**src/rtl/rect_painter_pkg.sv**
```systemverilog
// Shared types and defaults for the rectangle fill engine.
package rect_painter_pkg;

    typedef enum logic [1:0] {
        ST_IDLE,
        ST_CLIP,
        ST_DRAW,
        ST_DONE
    } state_t;

    localparam int H_LEN_DEF = 200;
    localparam int V_LEN_DEF = 150;

    typedef logic [11:0] rgb444_t;

    // Exclusive end coordinate; the 9-bit sum makes wrap-around impossible.
    function automatic logic [8:0] clip_end(input logic [7:0] start,
                                            input logic [7:0] len,
                                            input logic [8:0] lim);
        logic [8:0] sum;
        sum = {1'b0, start} + {1'b0, len};
        return (sum > lim) ? lim : sum;
    endfunction

endpackage

```
**src/rtl/rect_painter_pix_scan.sv**
```systemverilog
// Row-major pixel walker: column/row counters and a row-base address that
// advances by one line width per row.
module pix_scan
    import rect_painter_pkg::*;
#(
    parameter int H_LEN = H_LEN_DEF,
    parameter int AW    = 15
) (
    input  logic          clk,
    input  logic          rstn,
    input  logic          load,
    input  logic          step,
    input  logic [7:0]    x_start,
    input  logic [7:0]    y_start,
    input  logic [AW-1:0] base_start,
    input  logic [8:0]    x_end,
    input  logic [8:0]    y_end,
    output logic [7:0]    col,
    output logic [7:0]    row,
    output logic [AW-1:0] base,
    output logic          last
);

    logic col_last;
    logic row_last;

    assign col_last = ({1'b0, col} + 9'd1) == x_end;
    assign row_last = ({1'b0, row} + 9'd1) == y_end;
    assign last     = col_last && row_last;

    always_ff @(posedge clk or negedge rstn) begin
        if (!rstn) begin
            col  <= '0;
            row  <= '0;
            base <= '0;
        end else if (load) begin
            col  <= x_start;
            row  <= y_start;
            base <= base_start;
        end else if (step) begin
            if (col_last) begin
                col  <= x_start;
                row  <= row + 8'd1;
                base <= base + AW'(H_LEN);
            end else begin
                col <= col + 8'd1;
            end
        end
    end

endmodule

```
**src/rtl/rect_painter.sv**
```systemverilog
// Rectangle fill engine: accepts a clipped rectangle command and streams one
// framebuffer write per cycle in row-major order, then pulses done.
module rect_painter
    import rect_painter_pkg::*;
#(
    parameter int H_LEN = H_LEN_DEF,
    parameter int V_LEN = V_LEN_DEF,
    parameter int AW    = 15
) (
    input  logic          clk,
    input  logic          rstn,
    input  logic          cmd_valid,
    output logic          cmd_ready,
    input  logic [7:0]    cmd_x,
    input  logic [7:0]    cmd_y,
    input  logic [7:0]    cmd_w,
    input  logic [7:0]    cmd_h,
    input  logic [11:0]   cmd_color,
    output logic          busy,
    output logic          done,
    output logic          we,
    output logic [AW-1:0] addr,
    output logic [11:0]   wdata
);

    state_t        state;
    logic [7:0]    cx, cy, cw, ch;
    rgb444_t       color;
    logic [8:0]    x_end, y_end;
    logic          empty;
    logic [AW-1:0] base_start;
    logic [7:0]    col, row;
    logic [AW-1:0] base;
    logic          last;

    assign cmd_ready = (state == ST_IDLE);
    assign busy      = (state != ST_IDLE);

    assign x_end = clip_end(cx, cw, 9'(H_LEN));
    assign y_end = clip_end(cy, ch, 9'(V_LEN));
    assign empty = (cw == 8'd0) || (ch == 8'd0) ||
                   ({1'b0, cx} >= 9'(H_LEN)) || ({1'b0, cy} >= 9'(V_LEN));

    // Start-row base as a constant shift-and-add over the set bits of H_LEN.
    always_comb begin
        base_start = '0;
        for (int i = 0; i < 9; i++) begin
            if (H_LEN[i])
                base_start = base_start + (AW'(cy) << i);
        end
    end

    pix_scan #(.H_LEN(H_LEN), .AW(AW)) u_scan (
        .clk        (clk),
        .rstn       (rstn),
        .load       (state == ST_CLIP),
        .step       (state == ST_DRAW),
        .x_start    (cx),
        .y_start    (cy),
        .base_start (base_start),
        .x_end      (x_end),
        .y_end      (y_end),
        .col        (col),
        .row        (row),
        .base       (base),
        .last       (last)
    );

    always_ff @(posedge clk or negedge rstn) begin
        if (!rstn) begin
            state <= ST_IDLE;
            cx    <= '0;
            cy    <= '0;
            cw    <= '0;
            ch    <= '0;
            color <= '0;
            we    <= 1'b0;
            done  <= 1'b0;
            addr  <= '0;
            wdata <= '0;
        end else begin
            we   <= 1'b0;
            done <= 1'b0;
            case (state)
                ST_IDLE: begin
                    if (cmd_valid) begin
                        cx    <= cmd_x;
                        cy    <= cmd_y;
                        cw    <= cmd_w;
                        ch    <= cmd_h;
                        color <= cmd_color;
                        state <= ST_CLIP;
                    end
                end
                ST_CLIP: state <= empty ? ST_DONE : ST_DRAW;
                ST_DRAW: begin
                    we    <= 1'b1;
                    addr  <= base + {{(AW-8){1'b0}}, col};
                    wdata <= color;
                    if (last)
                        state <= ST_DONE;
                end
                ST_DONE: begin
                    done  <= 1'b1;
                    state <= ST_IDLE;
                end
                default: state <= ST_IDLE;
            endcase
        end
    end

endmodule

```
**config.mk**
```make
export PLATFORM = sky130hd
export DESIGN_NAME = rect_painter
export DESIGN_NICKNAME = d
export VERILOG_FILES = /design/src/rtl/rect_painter_pkg.sv /design/src/rtl/rect_painter_pix_scan.sv /design/src/rtl/rect_painter.sv
export SDC_FILE = /design/constraint.sdc
export NUM_CORES = 1
export LEC_CHECK = 0
export BUFFER_PORTS_ARGS = -buffer_cell sky130_fd_sc_hd__buf_4
export CAP_MARGIN = 30
export CORE_MARGIN = 2
export CORE_UTILIZATION = 60
export CTS_BUF_LIST = sky130_fd_sc_hd__clkbuf_2 sky130_fd_sc_hd__clkbuf_4 sky130_fd_sc_hd__clkbuf_8
export DETAILED_ROUTE_END_ITERATION = 12
export PLACE_DENSITY = 0.82
export SKIP_CTS_REPAIR_TIMING = 1
export SYNTH_ARGS = -nofsm -noshare
export SYNTH_HDL_FRONTEND = slang
export SYNTH_SLANG_ARGS = --single-unit
```
**constraint.sdc**
```tcl
create_clock -name clk -period 4.6 [get_ports clk]
set_input_delay 0.69 -clock clk [delete_from_list [all_inputs] [get_ports clk]]
set_output_delay 0.69 -clock clk [all_outputs]
set_load 0.01 [all_outputs]
```
### After elaboration in Yosys (flattened, before gate mapping)

Cells that the tools add are included.

| cells by class | value |
|---|---|
| mux-type cells | 17 |
| reductions and logical operators | 13 |
| $add $sub $neg | 10 |
| magnitude comparators | 4 |
| equality and inequality tests | 7 |

Operators with widths:

| operator | number |
|---|---|
| two-way mux 8 bit | 6 |
| two-way mux 15 bit | 3 |
| adder 8 x 1 -> 9 bit, second input constant | 2 |
| adder 8 x 8 -> 9 bit | 2 |
| == test 9 bit | 2 |
| > comparator 9 x 8 -> 1 bit, second input constant | 2 |
| two-way mux 9 bit | 2 |
| adder 8 x 1 -> 8 bit, second input constant | 2 |
| greater-or-equal comparator 8 bit, second input constant | 2 |
| logical NOT 8 bit | 2 |
| adder 11 x 14 -> 15 bit | 1 |
| adder 15 bit | 1 |
| adder 15 x 8 -> 15 bit | 1 |
| adder 15 x 8 -> 15 bit, second input constant | 1 |
| case mux 2 bit (4 select lines) | 1 |
| AND reduction 2 bit | 3 |
| nonzero test 2 bit | 3 |
| == test 2 bit, second input constant | 2 |
| two-way mux 2 bit | 2 |
| != test 2 bit, second input constant | 2 |
| logical OR 1 bit | 3 |
| two-way mux 1 bit | 3 |
| == test 2 x 1 -> 1 bit, second input constant | 1 |
| logical NOT 2 bit | 1 |
| logical AND 1 bit | 1 |

| storage, ports and cells | value |
|---|---|
| register bits | 106 |
| logic and storage cells | 64 |

### Longest topological paths before layout

| depth | value |
|---|---|
| depth after elaboration | 7 |
| gate-level depth with buffers | 13 |
| gate-level depth less buffers | 13 |

### By module

From an unflattened synthesis, not the netlist that was laid out.

| unflattened totals | value |
|---|---|
| cells, all modules | 757 |
| area, all modules | 7528.5 um^2 |

Modules (own cells, without submodules):

| module | area each (um^2) | times used | seq. area each (um^2) | cells an instance |
|---|---|---|---|---|
| rect_painter | 4753.3 | 1 | 1876.8 | 425 |
| pix_scan | 2775.2 | 1 | 775.7 | 332 |

### Worst setup path before layout

OpenSTA, ideal clock, no wires.

| path | value |
|---|---|
| kind | flip-flop to flip-flop |
| from | register cx[0] |
| to | register u_scan.base[11] |
| period minus slack after synthesis | 3231 ps |
| buffers on the path | 1 |
| cell stages (with the launch flop) | 14 |
| data required time | 4459 ps |
| data arrival time | 3090 ps |
| setup slack | 1369 ps |
| path through | dfrtp_1 ha_1 fa_1 a211oi_2 nor3b_2 or3b_1 a21oi_2 nor2_1 nor4_4 and3_2 buf_6 nand2_1 o22ai_1 a221oi_2 |

| between the ends | value |
|---|---|
| cells in the longest elaborated chain, start to end | 6 |

Ends and longest elaborated chain:

| item | line | text |
|---|---|---|
| from (decl) | rect_painter.sv:27 | `logic [7:0] cx, cy, cw, ch;` |
| from (signal assigned) | rect_painter.sv:87 | `cx <= cmd_x;` |
| adder 8 x 8 -> 9 bit * | rect_painter_pkg.sv:21 | `sum = {1'b0, start} + {1'b0, len};` |
| > comparator 9 x 8 -> 1 bit | rect_painter_pkg.sv:22 | `return (sum > lim) ? lim : sum;` |
| two-way mux 9 bit * | rect_painter_pkg.sv:22 |  |
| == test 9 bit * | rect_painter_pix_scan.sv:27 | `assign col_last = ({1'b0, col} + 9'd1) == x_end;` |
| nonzero test 2 bit (no source line) * | n/a |  |
| AND reduction 2 bit (no source line) * | n/a |  |
| to (signal assigned) | rect_painter_pix_scan.sv:39 | `base <= base_start;` |
| to (signal assigned) | rect_painter_pix_scan.sv:44 | `base <= base + AW'(H_LEN);` |
| to (decl) | rect_painter_pix_scan.sv:20 | `output logic [AW-1:0] base,` |

Mark *: on every way between the ends. The rest lies on a longest branch, timed or not.
A chain may end at the register's enable or synchronous reset.

### Final worst setup path

Same ends and word-level chain as after synthesis.

==> flow_summary.toml <==
[worst_setup_path]
cp-end-kind = "flip-flop"
cp.arrival_ns = 4.09
critPathRequiredTime_ns = 4.85
r2r.worst_path.cells = 12
crit_type = "reg -> reg"
worst-path-max-fanout = 21
start_kind = "flip-flop"

[flow_run]
drv.max_cap_violation_count = 0

[floorplanning]
coreArea_mm2 = 0.01127
rows = 39
number_of_ports_placed_on_the_die_boundary = 78
chipWidth_um = 110.8
fp.dieH_um = 110.8
die_footprint_mm2 = 0.01229
floorplan.initialDensity_pct = 60.76

[run_status]
outcome = "completed"

[sta]
maxClockFrequency_mhz = 260.5
rsz0062_at_grt = "false"
final.period_utilization_pct = 83.45
setup_tns_ns = 0
hold_violations = 0
tightestPinTransition_ns = 0.7800
finalSetupViolations = 0
final.setup_skew_ns = 0.008813
drv_slew = 0
timing.slew.headroom_pct = 48.00
period_needed_ns = 3.839

[grt]
global_route.usage.total_pct = 26.91
vias_in_the_first_global_route = 5493
globalRouteOverflowTotal = 0
pin_count_of_the_biggest_net_entering_global_routing = 61
wire_length_of_the_first_global_routing_pass_um = 26950
antenna_found_initial = 0

[synthesis]
post-synth-top-area-cell = "sky130_fd_sc_hd__dfrtp_1"
yosysSeqAreaShare_pct = 37.63
async_flop_share_pct = 100.0
syn-cell-area_mm2 = 0.006849
number_of_synthesized_flops_with_an_enable_pin = 0
post_synth.cell_area_avg_um2 = 10.03
ys_dominant_reg_cell = "sky130_fd_sc_hd__dfrtp_1"
ys_ff_latch = 103
synth.distinct_cells = 77
syn-num-nets = 781
post_synth_inst_count = 683
synth.top_cells.by_area = "sky130_fd_sc_hd__dfrtp_1 38%, sky130_fd_sc_hd__mux2_2 11%, sky130_fd_sc_hd__ha_1 8.0%"
yosys_warnings = 0
yosys.area.top_type_share_pct = 37.63

[clock_network]
cts_max_level = 3
cts_tree = "built"
worst_setup_hold_path_clk_slew_ns = 0.11
root_buffer = "sky130_fd_sc_hd__clkbuf_8"
clk_path_buf_depth = 2
tritoncts.num_buffers = 9
clk-insertion-delay-late_ns = 0.39
cts_sinks = 103

[route]
routed-wl-met2_um = 8019
firstDrtPassIters = 7
routed.top_layer = "met4"
detail_route.wl_per_cell_um = 17.85
detailroute.wirelength.met3_um = 688
ant_nets = 0
detail_route.vias_per_cell = 6.159
dr_total_vias = 5463
drc_viols = 0
drt-initial-drc-count = 374
detail_route.wirelength_um = 15830
drt-met1-wl_um = 6615

[power_and_ir_drop]
power_density_mw_per_mm2 = 197.8
p_leak_nw = 3.817
power.ir.vdd_worst_v = 0.0001835
fin_total_pwr_w = 0.001519

[finish]
n_diodes = 0
fillCellCount = 837
nets = 838
post_route_cells_drive_above_1_share_pct = 24.33
syn_to_final_growth_pct = 12.17
final_common_cell = "sky130_fd_sc_hd__dfrtp_1"
most-common-layout-cells = "103 x sky130_fd_sc_hd__dfrtp_1, 80 x sky130_fd_sc_hd__buf_4, 64 x sky130_fd_sc_hd__mux2_2"

[placed_design]
dpl.hpwl_um = 11500
gpl.final_weighted_congestion = 0.9404
portBuffers = 77

[hold_path]
holdCritPathClass = "in -> async"
==> per-layer routing <==
metal	vias to the layer above	GRT usage, %
met5	-	0
met2	161	45.97
met3	37	3.226
met4	0	12.08
li1	2608	-
met1	2657	34.49
==> state kept, by name (all words and copies together) (netlist names), 12 cells and up <==
name	cells
u_scan.base	12
wdata	12
addr	15
color	12
==> final timing paths <==
check,endpoint,slack (ns),start
setup / recovery,u_scan.base[11],0.76,cx[0]
hold / removal,addr[14],0.36,rstn
setup reg to reg,u_scan.base[11],0.76,cx[0]
hold reg to reg,color[1],0.51,color[1]
max in group asynchronous,cw[5],3.19,rstn
min in group clk,color[1],0.51,color[1]
==> synth_stat cells (4+ instances only) <==
master	instances
sky130_fd_sc_hd__dfrtp_1	103
sky130_fd_sc_hd__mux2_2	64
sky130_fd_sc_hd__a21oi_1	57
sky130_fd_sc_hd__ha_1	44
sky130_fd_sc_hd__nand2_1	43
sky130_fd_sc_hd__inv_1	35
sky130_fd_sc_hd__nor2_1	35
sky130_fd_sc_hd__xnor2_1	33
sky130_fd_sc_hd__clkbuf_1	27
sky130_fd_sc_hd__nand3_1	22
sky130_fd_sc_hd__o21ai_0	20
sky130_fd_sc_hd__o22ai_1	20
sky130_fd_sc_hd__mux2i_1	18
sky130_fd_sc_hd__nor3_1	14
sky130_fd_sc_hd__and3_1	12
sky130_fd_sc_hd__xor2_1	9
sky130_fd_sc_hd__nor4_1	8
sky130_fd_sc_hd__fa_1	7
sky130_fd_sc_hd__a21o_1	6
sky130_fd_sc_hd__o21bai_1	5
sky130_fd_sc_hd__a22oi_1	4
sky130_fd_sc_hd__buf_2	4
sky130_fd_sc_hd__nand2b_1	4
sky130_fd_sc_hd__nand4_1	4
sky130_fd_sc_hd__nor3b_1	4
sky130_fd_sc_hd__o221ai_1	4
sky130_fd_sc_hd__o311ai_0	4
sky130_fd_sc_hd__or3_1	4
==> report_power, final <==
group | total (W) | switching, W | leakage [nW] | internal, W
Combinational | 0.0000489 | 0.0000237 | 2.32 | 0.0000252
Sequential | 0.000905 | 0 | 1.41 | 0.000905
Clock | 0.000566 | 0.000350 | 0.0911 | 0.000216
Total | 0.00152 | 0.000373 | 3.82 | 0.00115
==> area by class of cell <==
| type | count | area [µm²] | share of cell area [%] |
|---|---|---|---|
| clock buffer | 10 | 137.6 | 1.792 |
| clock inverter | 5 | 41.29 | 0.5375 |
| inverter | 35 | 131.4 | 1.710 |
| multi-input combinational | 510 | 3995 | 52.00 |
| sequential | 103 | 2577 | 33.55 |
| tap | 143 | 178.9 | 2.329 |
| timing repair buffer | 81 | 620.6 | 8.078 |
==> stage by stage <==
stage	std cells	hold WS (ns)	utilization [%]	area, µm²	setup slack [ns]
6_report	887	0.3568	68.15	7682	0.7614
5_1_grt	887	0.4172	68.15	7682	0.4692
4_1_cts	887	0.3888	68.15	7682	0.7940
3_5_place_dp	872	0.4907	66.57	7503	0.8220
3_3_place_gp	871	0.4780	66.39	7483	1.023
2_1_floorplan	683	0.3944	-	6849	1.369
==> critical path, cell delays in order, from the launching register on <==
cell                       delay, ns
sky130_fd_sc_hd__dfrtp_1        0.41
sky130_fd_sc_hd__ha_1           0.24
sky130_fd_sc_hd__fa_1           0.44
sky130_fd_sc_hd__a211oi_2       0.26
sky130_fd_sc_hd__o21ba_2        0.23
sky130_fd_sc_hd__nor2_1         0.07
sky130_fd_sc_hd__a211oi_1       0.44
sky130_fd_sc_hd__o31ai_1        0.17
sky130_fd_sc_hd__mux2i_1        0.35
sky130_fd_sc_hd__and3_2         0.54
sky130_fd_sc_hd__nand2_1        0.20
sky130_fd_sc_hd__o22ai_1        0.22
sky130_fd_sc_hd__a221oi_2       0.10
==> kinds of logic after synthesis <==
kind of cell / after synthesis / share of synthesized area, %
buffers and inverters: 70 / 4.074
AND/OR/NAND/NOR: 174 / 13.72
adder cells (fa/ha/maj): 51 / 10.08
XOR/XNOR: 43 / 5.608
multiplexers: 82 / 13.15
flip-flops: 103 / 37.63
AO/OA/AOI/OAI: 160 / 15.73
Note: power is estimated with default switching activity, not from simulation.
